<file path="config.mk">
export PLATFORM = sky130hd
export DESIGN_NAME = bus_rr_arbiter
export DESIGN_NICKNAME = d
export VERILOG_FILES = /design/src/rtl/bus_rr_arbiter.sv
export SDC_FILE = /design/constraint.sdc
export NUM_CORES = 1
export LEC_CHECK = 0
export CORE_MARGIN = 5
export CORE_UTILIZATION = 38
export CTS_CLUSTER_DIAMETER = 200
export CTS_CLUSTER_SIZE = 40
export DETAILED_ROUTE_END_ITERATION = 10
export GPL_TIMING_DRIVEN = 1
export PLACE_DENSITY_LB_ADDON = 0.15
export RECOVER_POWER = 50
export SLEW_MARGIN = 20
export SYNTH_ARGS = -nofsm -noshare
export SYNTH_HDL_FRONTEND = slang
export SYNTH_SLANG_ARGS = --single-unit
</file>
<file path="constraint.sdc">
create_clock -name clk -period 2.49 [get_ports clk]
set_clock_uncertainty 0.2 [all_clocks]
set_input_delay 0.6225 -clock clk [delete_from_list [all_inputs] [get_ports clk]]
set_output_delay 0.6225 -clock clk [all_outputs]
set_load 0.01 [all_outputs]
</file>
<file path="src/rtl/bus_rr_arbiter.sv">
// Round-robin arbiter sharing one bus slave port among N_MASTERS initiators.
// Each grant runs an address phase then a data phase, each guarded by an optional stall timeout.
module bus_rr_arbiter #(
  parameter int unsigned N_MASTERS = 4,
  parameter int unsigned ADDR_W    = 16,
  parameter int unsigned DATA_W    = 32,
  parameter int unsigned TIMEOUT   = 15
) (
  input  logic                        clk,
  input  logic                        reset_n,
  input  logic [N_MASTERS-1:0]        m_valid,
  input  logic [N_MASTERS-1:0]        m_write,
  input  logic [N_MASTERS-1:0]        m_read,
  input  logic [N_MASTERS*ADDR_W-1:0] m_addr,
  input  logic [N_MASTERS*DATA_W-1:0] m_wdata,
  output logic [N_MASTERS-1:0]        m_ready,
  output logic [N_MASTERS-1:0]        m_err,
  output logic [DATA_W-1:0]           m_rdata,
  output logic [N_MASTERS-1:0]        grant,
  output logic                        s_valid,
  output logic                        s_write,
  output logic                        s_read,
  output logic [ADDR_W-1:0]           s_addr,
  output logic [DATA_W-1:0]           s_wdata,
  input  logic                        s_ready,
  input  logic [DATA_W-1:0]           s_rdata
);

  localparam int unsigned IdxW = (N_MASTERS > 1) ? $clog2(N_MASTERS) : 1;
  localparam int unsigned TmrW = (TIMEOUT > 0) ? $clog2(TIMEOUT + 1) : 1;

  typedef enum logic [1:0] {StIdle, StAddr, StData} state_e;

  state_e                state_q, state_d;
  logic [IdxW-1:0]       last_q, last_d;
  logic [IdxW-1:0]       win_q, win_d;
  logic [TmrW-1:0]       tmr_q, tmr_d;
  logic [N_MASTERS-1:0]  grant_q, grant_d;
  logic [N_MASTERS-1:0]  m_ready_q, m_ready_d;
  logic [N_MASTERS-1:0]  m_err_q, m_err_d;
  logic [DATA_W-1:0]     m_rdata_q, m_rdata_d;
  logic                  s_write_q, s_write_d;
  logic                  s_read_q, s_read_d;
  logic [ADDR_W-1:0]     s_addr_q, s_addr_d;
  logic [DATA_W-1:0]     s_wdata_q, s_wdata_d;

  logic [N_MASTERS-1:0]  eligible;
  logic                  pick_vld;
  logic [IdxW-1:0]       pick_idx;
  logic [IdxW-1:0]       cand;
  logic                  tmo;
  logic                  done;
  logic                  abort;

  // Command decodes from m_write alone: write wins, anything else is a read.
  logic unused_m_read;
  assign unused_m_read = ^m_read;

  // The master pulsed last cycle may still show m_valid; keep it out of this pick.
  assign eligible = m_valid & ~m_ready_q & ~m_err_q;

  // Scan offsets from farthest to nearest so the nearest eligible after last_q wins.
  always_comb begin
    pick_vld = 1'b0;
    pick_idx = '0;
    cand     = '0;
    for (int k = int'(N_MASTERS); k >= 1; k--) begin
      cand = IdxW'((int'(last_q) + k) % int'(N_MASTERS));
      if (eligible[cand]) begin
        pick_vld = 1'b1;
        pick_idx = cand;
      end
    end
  end

  assign tmo = (TIMEOUT != 0) && (tmr_q == TmrW'(TIMEOUT - 1));

  always_comb begin
    state_d   = state_q;
    last_d    = last_q;
    win_d     = win_q;
    tmr_d     = tmr_q;
    grant_d   = grant_q;
    m_ready_d = '0;
    m_err_d   = '0;
    m_rdata_d = m_rdata_q;
    s_write_d = s_write_q;
    s_read_d  = s_read_q;
    s_addr_d  = s_addr_q;
    s_wdata_d = s_wdata_q;
    done      = 1'b0;
    abort     = 1'b0;

    unique case (state_q)
      StIdle: begin
        if (pick_vld) begin
          state_d           = StAddr;
          win_d             = pick_idx;
          tmr_d             = '0;
          grant_d           = '0;
          grant_d[pick_idx] = 1'b1;
          s_write_d         = m_write[pick_idx];
          s_read_d          = ~m_write[pick_idx];
          s_addr_d          = m_addr[pick_idx*ADDR_W +: ADDR_W];
          s_wdata_d         = m_wdata[pick_idx*DATA_W +: DATA_W];
        end
      end
      StAddr: begin
        if (s_ready) begin
          state_d = StData;
          tmr_d   = '0;
        end else if (tmo) begin
          abort = 1'b1;
        end else begin
          tmr_d = tmr_q + 1'b1;
        end
      end
      StData: begin
        if (s_ready) begin
          if (s_read_q) m_rdata_d = s_rdata;
          m_ready_d[win_q] = 1'b1;
          done             = 1'b1;
        end else if (tmo) begin
          abort = 1'b1;
        end else begin
          tmr_d = tmr_q + 1'b1;
        end
      end
      default: state_d = StIdle;
    endcase

    if (done || abort) begin
      state_d   = StIdle;
      last_d    = win_q;
      tmr_d     = '0;
      grant_d   = '0;
      s_write_d = 1'b0;
      s_read_d  = 1'b0;
      s_addr_d  = '0;
      s_wdata_d = '0;
      if (abort) m_err_d[win_q] = 1'b1;
    end
  end

  always_ff @(posedge clk or negedge reset_n) begin
    if (!reset_n) begin
      state_q   <= StIdle;
      last_q    <= IdxW'(N_MASTERS - 1);
      win_q     <= '0;
      tmr_q     <= '0;
      grant_q   <= '0;
      m_ready_q <= '0;
      m_err_q   <= '0;
      m_rdata_q <= '0;
      s_write_q <= 1'b0;
      s_read_q  <= 1'b0;
      s_addr_q  <= '0;
      s_wdata_q <= '0;
    end else begin
      state_q   <= state_d;
      last_q    <= last_d;
      win_q     <= win_d;
      tmr_q     <= tmr_d;
      grant_q   <= grant_d;
      m_ready_q <= m_ready_d;
      m_err_q   <= m_err_d;
      m_rdata_q <= m_rdata_d;
      s_write_q <= s_write_d;
      s_read_q  <= s_read_d;
      s_addr_q  <= s_addr_d;
      s_wdata_q <= s_wdata_d;
    end
  end

  assign m_ready = m_ready_q;
  assign m_err   = m_err_q;
  assign m_rdata = m_rdata_q;
  assign grant   = grant_q;
  assign s_valid = (state_q != StIdle);
  assign s_write = s_write_q;
  assign s_read  = s_read_q;
  assign s_addr  = s_addr_q;
  assign s_wdata = s_wdata_q;

endmodule
</file>
==> impl_metrics.env, run 1 <==
export IMPL_crit_path_top_delay_cell="or4b_4"
export IMPL_relSlewSlack_pct=48.2
export IMPL_area_growth_pct=79.6
export IMPL_timing_critical_path_from="m_err[2]"
export IMPL_drv_cap=0
export IMPL_cpLargestDelayFamily="compound AO/OA/AOI/OAI gates"
export IMPL_p_int_uw=6750
export IMPL_regToRegEndpoint="s_wdata[27]"
export IMPL_num_vias=5461
export IMPL_path_max_fanout=7
export IMPL_clockBufferDepth=2
export IMPL_power_frac_clock_pct=13.9
export IMPL_r2r_slack_ps=-40
export IMPL_drtAntennaViolNets=0
export IMPL_grt_max_degree=33
export IMPL_floorplan_die_area_mm2=0.0172
export IMPL_setup_viol=3
export IMPL_r2r_start="m_err[2]"
export IMPL_critPathRequiredTime_ps=2510
export IMPL_die_width_um=131
export IMPL_yosysTopAreaCellShare_pct=45.9
export IMPL_synth_fp_nets=717
export IMPL_p_sw_uw=3880
export IMPL_setup_ws_ps=-38.9
export IMPL_combPwrFrac_pct=59.2
export IMPL_grt_usage_pct=24.1
export IMPL_cp_end_kind="flop"
export IMPL_row_count=44
export IMPL_path_class="reg2reg"
export IMPL_antenna_found_initial=0
export IMPL_clk_pin_slew_worst_paths_ps=80
export IMPL_post_synth_top_area_cell="dfrtp_1"
export IMPL_first_pass_iters=5
export IMPL_nets=1095
export IMPL_cts_sinks=104
export IMPL_synth_edf_count=0
export IMPL_power_density_mw_per_mm2=1060
export IMPL_dp_cells=1000
export IMPL_crit_chain="or4b_4 > a22oi_2 > o221a_4 > buf_12 > buf_6 > mux2i_1 > o221ai_1"
export IMPL_post_route_period_util_pct=102
export IMPL_worst_pin_slew_ps=777
export IMPL_synth_area_per_cell_um2=11.8
export IMPL_status="finished, violations left"
export IMPL_violations="setup timing"
export IMPL_layout_min_cycle_time_ps=2530
export IMPL_p_leak_uw=0.00429
export IMPL_io_pins=334
export IMPL_post_place_ws_ps=-657
export IMPL_rsz0062_at_grt="true"
export IMPL_synth_distinct_cells=49
export IMPL_start_util_pct=38.6
export IMPL_vias_per_cell=5.27
export IMPL_critPathArrivalTime_ps=2550
export IMPL_hold_viol=0
export IMPL_gp_congestion=0.882
export IMPL_seq_area_frac_synth_pct=46.8
export IMPL_grt_pass1_vias=5806
export IMPL_cp_num_buf_inv=2
export IMPL_routed_wl_um=22600
export IMPL_ir_drop_uv=604
export IMPL_portBuffers=329
export IMPL_syn_inst=470
export IMPL_max_freq_mhz=395
export IMPL_hold_path_class="reg2reg"
export IMPL_diodes=0
export IMPL_htree_levels=3
export IMPL_synth_area_top_cells="dfrtp_1 (46%), mux2i_1 (18%), o221ai_1 (7.7%)"
export IMPL_maxSlewViolCount=0
export IMPL_fin_cells=1037
export IMPL_insertion_delay_ps=340
export IMPL_synth_warnings=0
export IMPL_cts_tree="done"
export IMPL_synth_seq_cells=104
export IMPL_grt_ovfl_total=0
export IMPL_dp_hpwl_um=17000
export IMPL_cts_buffers=9
export IMPL_sw_frac_of_total_pct=36.5
export IMPL_drc=0
export IMPL_cp_start_kind="flop"
export IMPL_core_area_mm2=0.0144
export IMPL_grt_pass1_wl_um=31500
export IMPL_drive_gt1_share_pct=17.4
export IMPL_fp_dieH_um=131
export IMPL_cts_root_buf="clkbuf_16"
export IMPL_slowest_delay_ps=530
export IMPL_cp_endpoint="s_wdata[27]"
export IMPL_wire_per_inst_um=21.8
export IMPL_synth_top_flop_cell="dfrtp_1"
export IMPL_drt_initial_drc_count=261
export IMPL_cp_num_cells=7
export IMPL_syn_area_mm2=0.00556
export IMPL_sequentialPowerShare_pct=26.9
export IMPL_async_flop_share_pct=100
export IMPL_reg2reg_depth=7
[synthesized netlist by cell type, types with 3 or more instances]
master / number
o21ai_0: 5
mux2i_1: 98
a21oi_1: 9
nor2_1: 14
nor3b_1: 3
mux2_2: 34
buf_2: 6
ha_1: 8
clkbuf_1: 12
nand3_1: 5
dfrtp_1: 102
or3b_1: 4
o221ai_1: 49
buf_12: 9
a211oi_1: 3
nand2_1: 63
inv_1: 8
nor3_1: 3
[kinds of logic after synthesis]
| kind of cell | synth area share (%) |
|---|---|
| AO/OA/AOI/OAI | 12.8 |
| multiplexers | 24.5 |
| adder cells (fa/ha/maj) | 1.80 |
| AND/OR/NAND/NOR | 8.19 |
| buffers and inverters | 5.87 |
| flip-flops | 46.8 |
[metrics by stage]
| stage | power (uW) | TNS, ps | area [um^2] | hold slack, ps | utilization, % |
|---|---|---|---|---|---|
| 2_1_floorplan | 5820 | 0 | 5560 | 127 | - |
| 3_3_place_gp | 8420 | -29810 | 9320 | 269 | 64.6 |
| 3_5_place_dp | 8580 | -32060 | 9320 | 274 | 64.6 |
| 4_1_cts | 10400 | 0 | 9840 | 292 | 68.2 |
| 5_1_grt | 11200 | -1490 | 10000 | 305 | 69.3 |
| 6_report | 10600 | -39.4 | 10000 | 289 | 69.3 |
[worst reg2reg max path, stage by stage, from the launching register on]
cell      delay, ps
dfrtp_1         420
or4b_4          530
a22oi_2         200
o221a_4         350
buf_12          180
buf_6           130
mux2i_1         250
o221ai_1        140
[final cells by class]
type                       count  area [um^2]
multi-input combinational    327         2790
inverter                       8         30.0
clock buffer                  11          243
tap                          184          230
timing repair buffer         398         4030
clock inverter                 5         63.8
fill                        1074         4430
sequential                   104         2610
[layer usage]
layer	GRT usage [%]	vias to the layer above	part of all wire [%]
li1	-	2530	-
met1	27.2	2627	36
met2	42.4	261	51
met3	8.33	43	10
met4	7.99	0	2.7
met5	0	-	0
[state kept, by name, indices dropped and copies added, names as in the netlist]
name,cells
m_rdata,32
m_err,4
state_q,2
s_read,1
grant,4
s_wdata,32
s_write,1
last_q,2
s_addr,16
tmr_q,4
m_ready,4
win_q,2
[layout by cell type (no fill, tap or decap), drive strengths merged, types with 2 or more instances in the layout]
cell type and n:
a21oi 9, mux2i 98, dfstp 2, clkdlybuf4s50 324, inv 10, o21ai 7
a41oi 2, dlymetal6s2s 2, mux2 34, nor2 14, ha 8, nand2 63
a211oi 3, nand3 5, nor3b 4, buf 57, a21o 2, dfrtp 102
nor3 3, o221ai 49, a2111oi 2, or3b 4, nand2b 2, clkbuf 23
[how the worst min path moves through the flow]
stage                     start          end  slack [ps]  cells past startpoint
floorplan               reset_n     grant[0]         130                      0
global placement      s_addr[6]    s_addr[6]         270                      2
detailed placement  s_wdata[10]  s_wdata[10]         270                      2
CTS                 s_wdata[15]  s_wdata[15]         290                      2
global route        s_wdata[22]  s_wdata[22]         310                      2
finish              s_wdata[28]  s_wdata[28]         290                      2
[power groups by stage]
stage	Combinational (uW)	Sequential (uW)	Clock, uW
final	6290	2860	1470
after global routing	6690	2960	1590
after floorplan	2660	3160	0
after global placement	5560	2860	0
after CTS	6020	2870	1520
after detailed placement	5680	2900	0
[what timing repair did]
| action | 4_1_cts | 5_1_grt |
|---|---|---|
| resized for setup | 12 | 31 |
| endpoints found under the setup margin | 58 | 57 |
| endpoints found under the hold margin | 6 | 0 |
| pin swaps | 5 | 26 |
| buffers inserted | 12 | 3 |
| gates cloned | 2 | 5 |
| hold buffers | 1 | 0 |
(Power assumes the default switching activity.)
==> inputs of run 2 (changes only) <==
--- a/config.mk
+++ b/config.mk
@@ -6,7 +6,7 @@
 export NUM_CORES = 1
 export LEC_CHECK = 0
 export CORE_MARGIN = 5
-export CORE_UTILIZATION = 38
+export CORE_UTILIZATION = 34
 export CTS_CLUSTER_DIAMETER = 200
 export CTS_CLUSTER_SIZE = 40
 export DETAILED_ROUTE_END_ITERATION = 10
==> constraint.sdc (replaced) <==
create_clock -name clk -period 2.2 [get_ports clk]
set_clock_uncertainty 0.2 [all_clocks]
set_input_delay 0.55 -clock clk [delete_from_list [all_inputs] [get_ports clk]]
set_output_delay 0.55 -clock clk [all_outputs]
set_load 0.01 [all_outputs]
==> impl_metrics.env, run 2 (synthesis gave the netlist of run 1 again) <==
export IMPL_status="finished, violations left"
export IMPL_violations="setup timing"
export IMPL_num_vias=5593
export IMPL_met1_usage_pct=25.0
export IMPL_clockBufferDepth=2
export IMPL_worst_pin_slew_ps=1040
export IMPL_setup_ws_ps=-279
export IMPL_drtAntennaViolNets=0
export IMPL_busiest_layer="met2"
export IMPL_die_width_um=138
export IMPL_ir_drop_uv=741
export IMPL_critPathRequiredTime_ps=2220
export IMPL_drv_cap=0
export IMPL_critPathArrivalTime_ps=2500
export IMPL_fp_dieH_um=138
export IMPL_utilization_pct=66.3
export IMPL_cp_num_buf_inv=3
export IMPL_grt_ovfl_total=0
export IMPL_ff_latch_area_mm2=0.00261
export IMPL_cts_root_buf="clkbuf_16"
export IMPL_cts_tree="done"
export IMPL_hold_path_class="reg2reg"
export IMPL_vias_per_cell=5.11
export IMPL_final_cell_mix="clkdlybuf4s50_1 (319), dfrtp_1 (102), mux2i_1 (81)"
export IMPL_antenna_found_initial=0
export IMPL_routed_wl_um=23700
export IMPL_use_met3_pct=9.94
export IMPL_hold_viol=0
export IMPL_multi_input_area_mm2=0.00302
export IMPL_gp_congestion=0.837
export IMPL_cp_end_kind="flop"
export IMPL_maxSlewViolCount=0
export IMPL_use_met2_pct=41.4
export IMPL_hold_ws_ps=287
export IMPL_path_max_fanout=10
export IMPL_post_place_ws_ps=-819
export IMPL_rsz0062_at_grt="true"
export IMPL_relSlewSlack_pct=30.7
export IMPL_fillCellCount=1241
export IMPL_clk_pin_slew_worst_paths_ps=80
export IMPL_path_class="reg2reg"
export IMPL_htree_levels=3
export IMPL_setup_viol=58
export IMPL_drive_gt1_share_pct=23.1
export IMPL_grt_max_degree=54
export IMPL_power_density_mw_per_mm2=1210
export IMPL_cpLargestDelayFamily="compound AO/OA/AOI/OAI gates"
export IMPL_core_area_mm2=0.0159
export IMPL_area_growth_pct=89.9
export IMPL_fin_setup_tns_ps=-10930
export IMPL_wire_per_inst_um=21.7
export IMPL_insertion_delay_ps=360
export IMPL_grt_pass1_vias=6010
export IMPL_dp_hpwl_um=17300
export IMPL_drt_initial_drc_count=214
export IMPL_drc=0
export IMPL_cp_start_kind="flop"
export IMPL_first_pass_iters=4
export IMPL_start_util_pct=34.9
export IMPL_floorplan_die_area_mm2=0.0190
export IMPL_row_count=46
export IMPL_cts_sinks=104
export IMPL_crit_chain="or4b_4 > a22oi_2 > o221a_4 > buf_12 > buf_8 > buf_4 > mux2i_1 > o221ai_1"
export IMPL_p_leak_uw=0.00448
export IMPL_cts_buffers=9
export IMPL_layout_min_cycle_time_ps=2480
export IMPL_layout_commonest_cell="clkdlybuf4s50_1"
export IMPL_io_pins=334
export IMPL_max_freq_mhz=403
export IMPL_post_route_period_util_pct=113
export IMPL_diodes=0
export IMPL_slowest_delay_ps=520
export IMPL_crit_path_top_delay_cell="or4b_4"
export IMPL_grt_usage_pct=23.2
export IMPL_portBuffers=329
export IMPL_nets=1121
export IMPL_grt_pass1_wl_um=33700
==> run 2: changes by cell type in the layout (fill, tap and decap cells not counted), sizes merged <==
cell / previous run / this run
clkinv: 1 / 0
clkbuf: 23 / 21
dlygate4sd3: 1 / 2
bufinv: 1 / 0
clkdlybuf4s25: 0 / 3
clkdlybuf4s50: 324 / 319
inv: 10 / 13
buf: 57 / 85
dlygate4sd2: 1 / 2
dlymetal6s2s: 2 / 1
==> run 2: worst paths after layout <==
kind                                start     endpoint  slack [ps]  cells after the start
max in group asynchronous         reset_n  m_rdata[28]         240                      3
worst min register to register  s_addr[8]    s_addr[8]         290                      2
worst max-delay path             m_err[2]   s_wdata[6]        -280                      8
worst max register to register   m_err[2]   s_wdata[6]        -280                      8
min in group asynchronous         reset_n   m_rdata[8]         680                      2
worst min-delay path            s_addr[8]    s_addr[8]         290                      2
==> run 2: worst reg2reg max path, stage by stage, from the launching register on <==
cell      delay, ps
dfrtp_1         410
or4b_4          520
a22oi_2         180
o221a_4         240
buf_12          140
buf_8           130
buf_4           140
mux2i_1         240
o221ai_1        140
==> run 2: area by class of cell <==
cell class	instances	share of cell area [%]
clock buffer	10	2.26
timing repair buffer	424	41.1
inverter	8	0.284
clock inverter	6	0.533
sequential	104	24.6
tap	216	2.56
multi-input combinational	327	28.6
==> run 2: through the flow <==
step	cells	cell area (um^2)	power, uW
3_5_place_dp	1048	9470	9900
3_3_place_gp	1048	9470	9690
2_1_floorplan	470	5580	6600
5_1_grt	1095	10600	13400
6_report	1095	10600	12800
4_1_cts	1082	10300	12400
==> run 2: repair_timing <==
item                                    in CTS  in global routing
setup buffers                               13                 13
hold endpoints to repair                    16                  0
endpoints found under the setup margin      63                 63
gates resized for setup                     59                 47
hold buffers                                 1                  0
pin swaps                                   17                 10
cloned                                       4                  4
==> run 2: metal layers <==
layer / part of all wire, % / vias to the layer above
met1: 36 / 2741
met2: 51 / 245
met4: 2.5 / 0
met5: 0 / -
li1: - / 2576
met3: 11 / 31
==> run 2: power by group <==
group / internal, uW / total [uW] / switching, uW
combinational: 4420 / 7860 / 3440
clock: 829 / 1630 / 804
sequential: 2770 / 3260 / 499
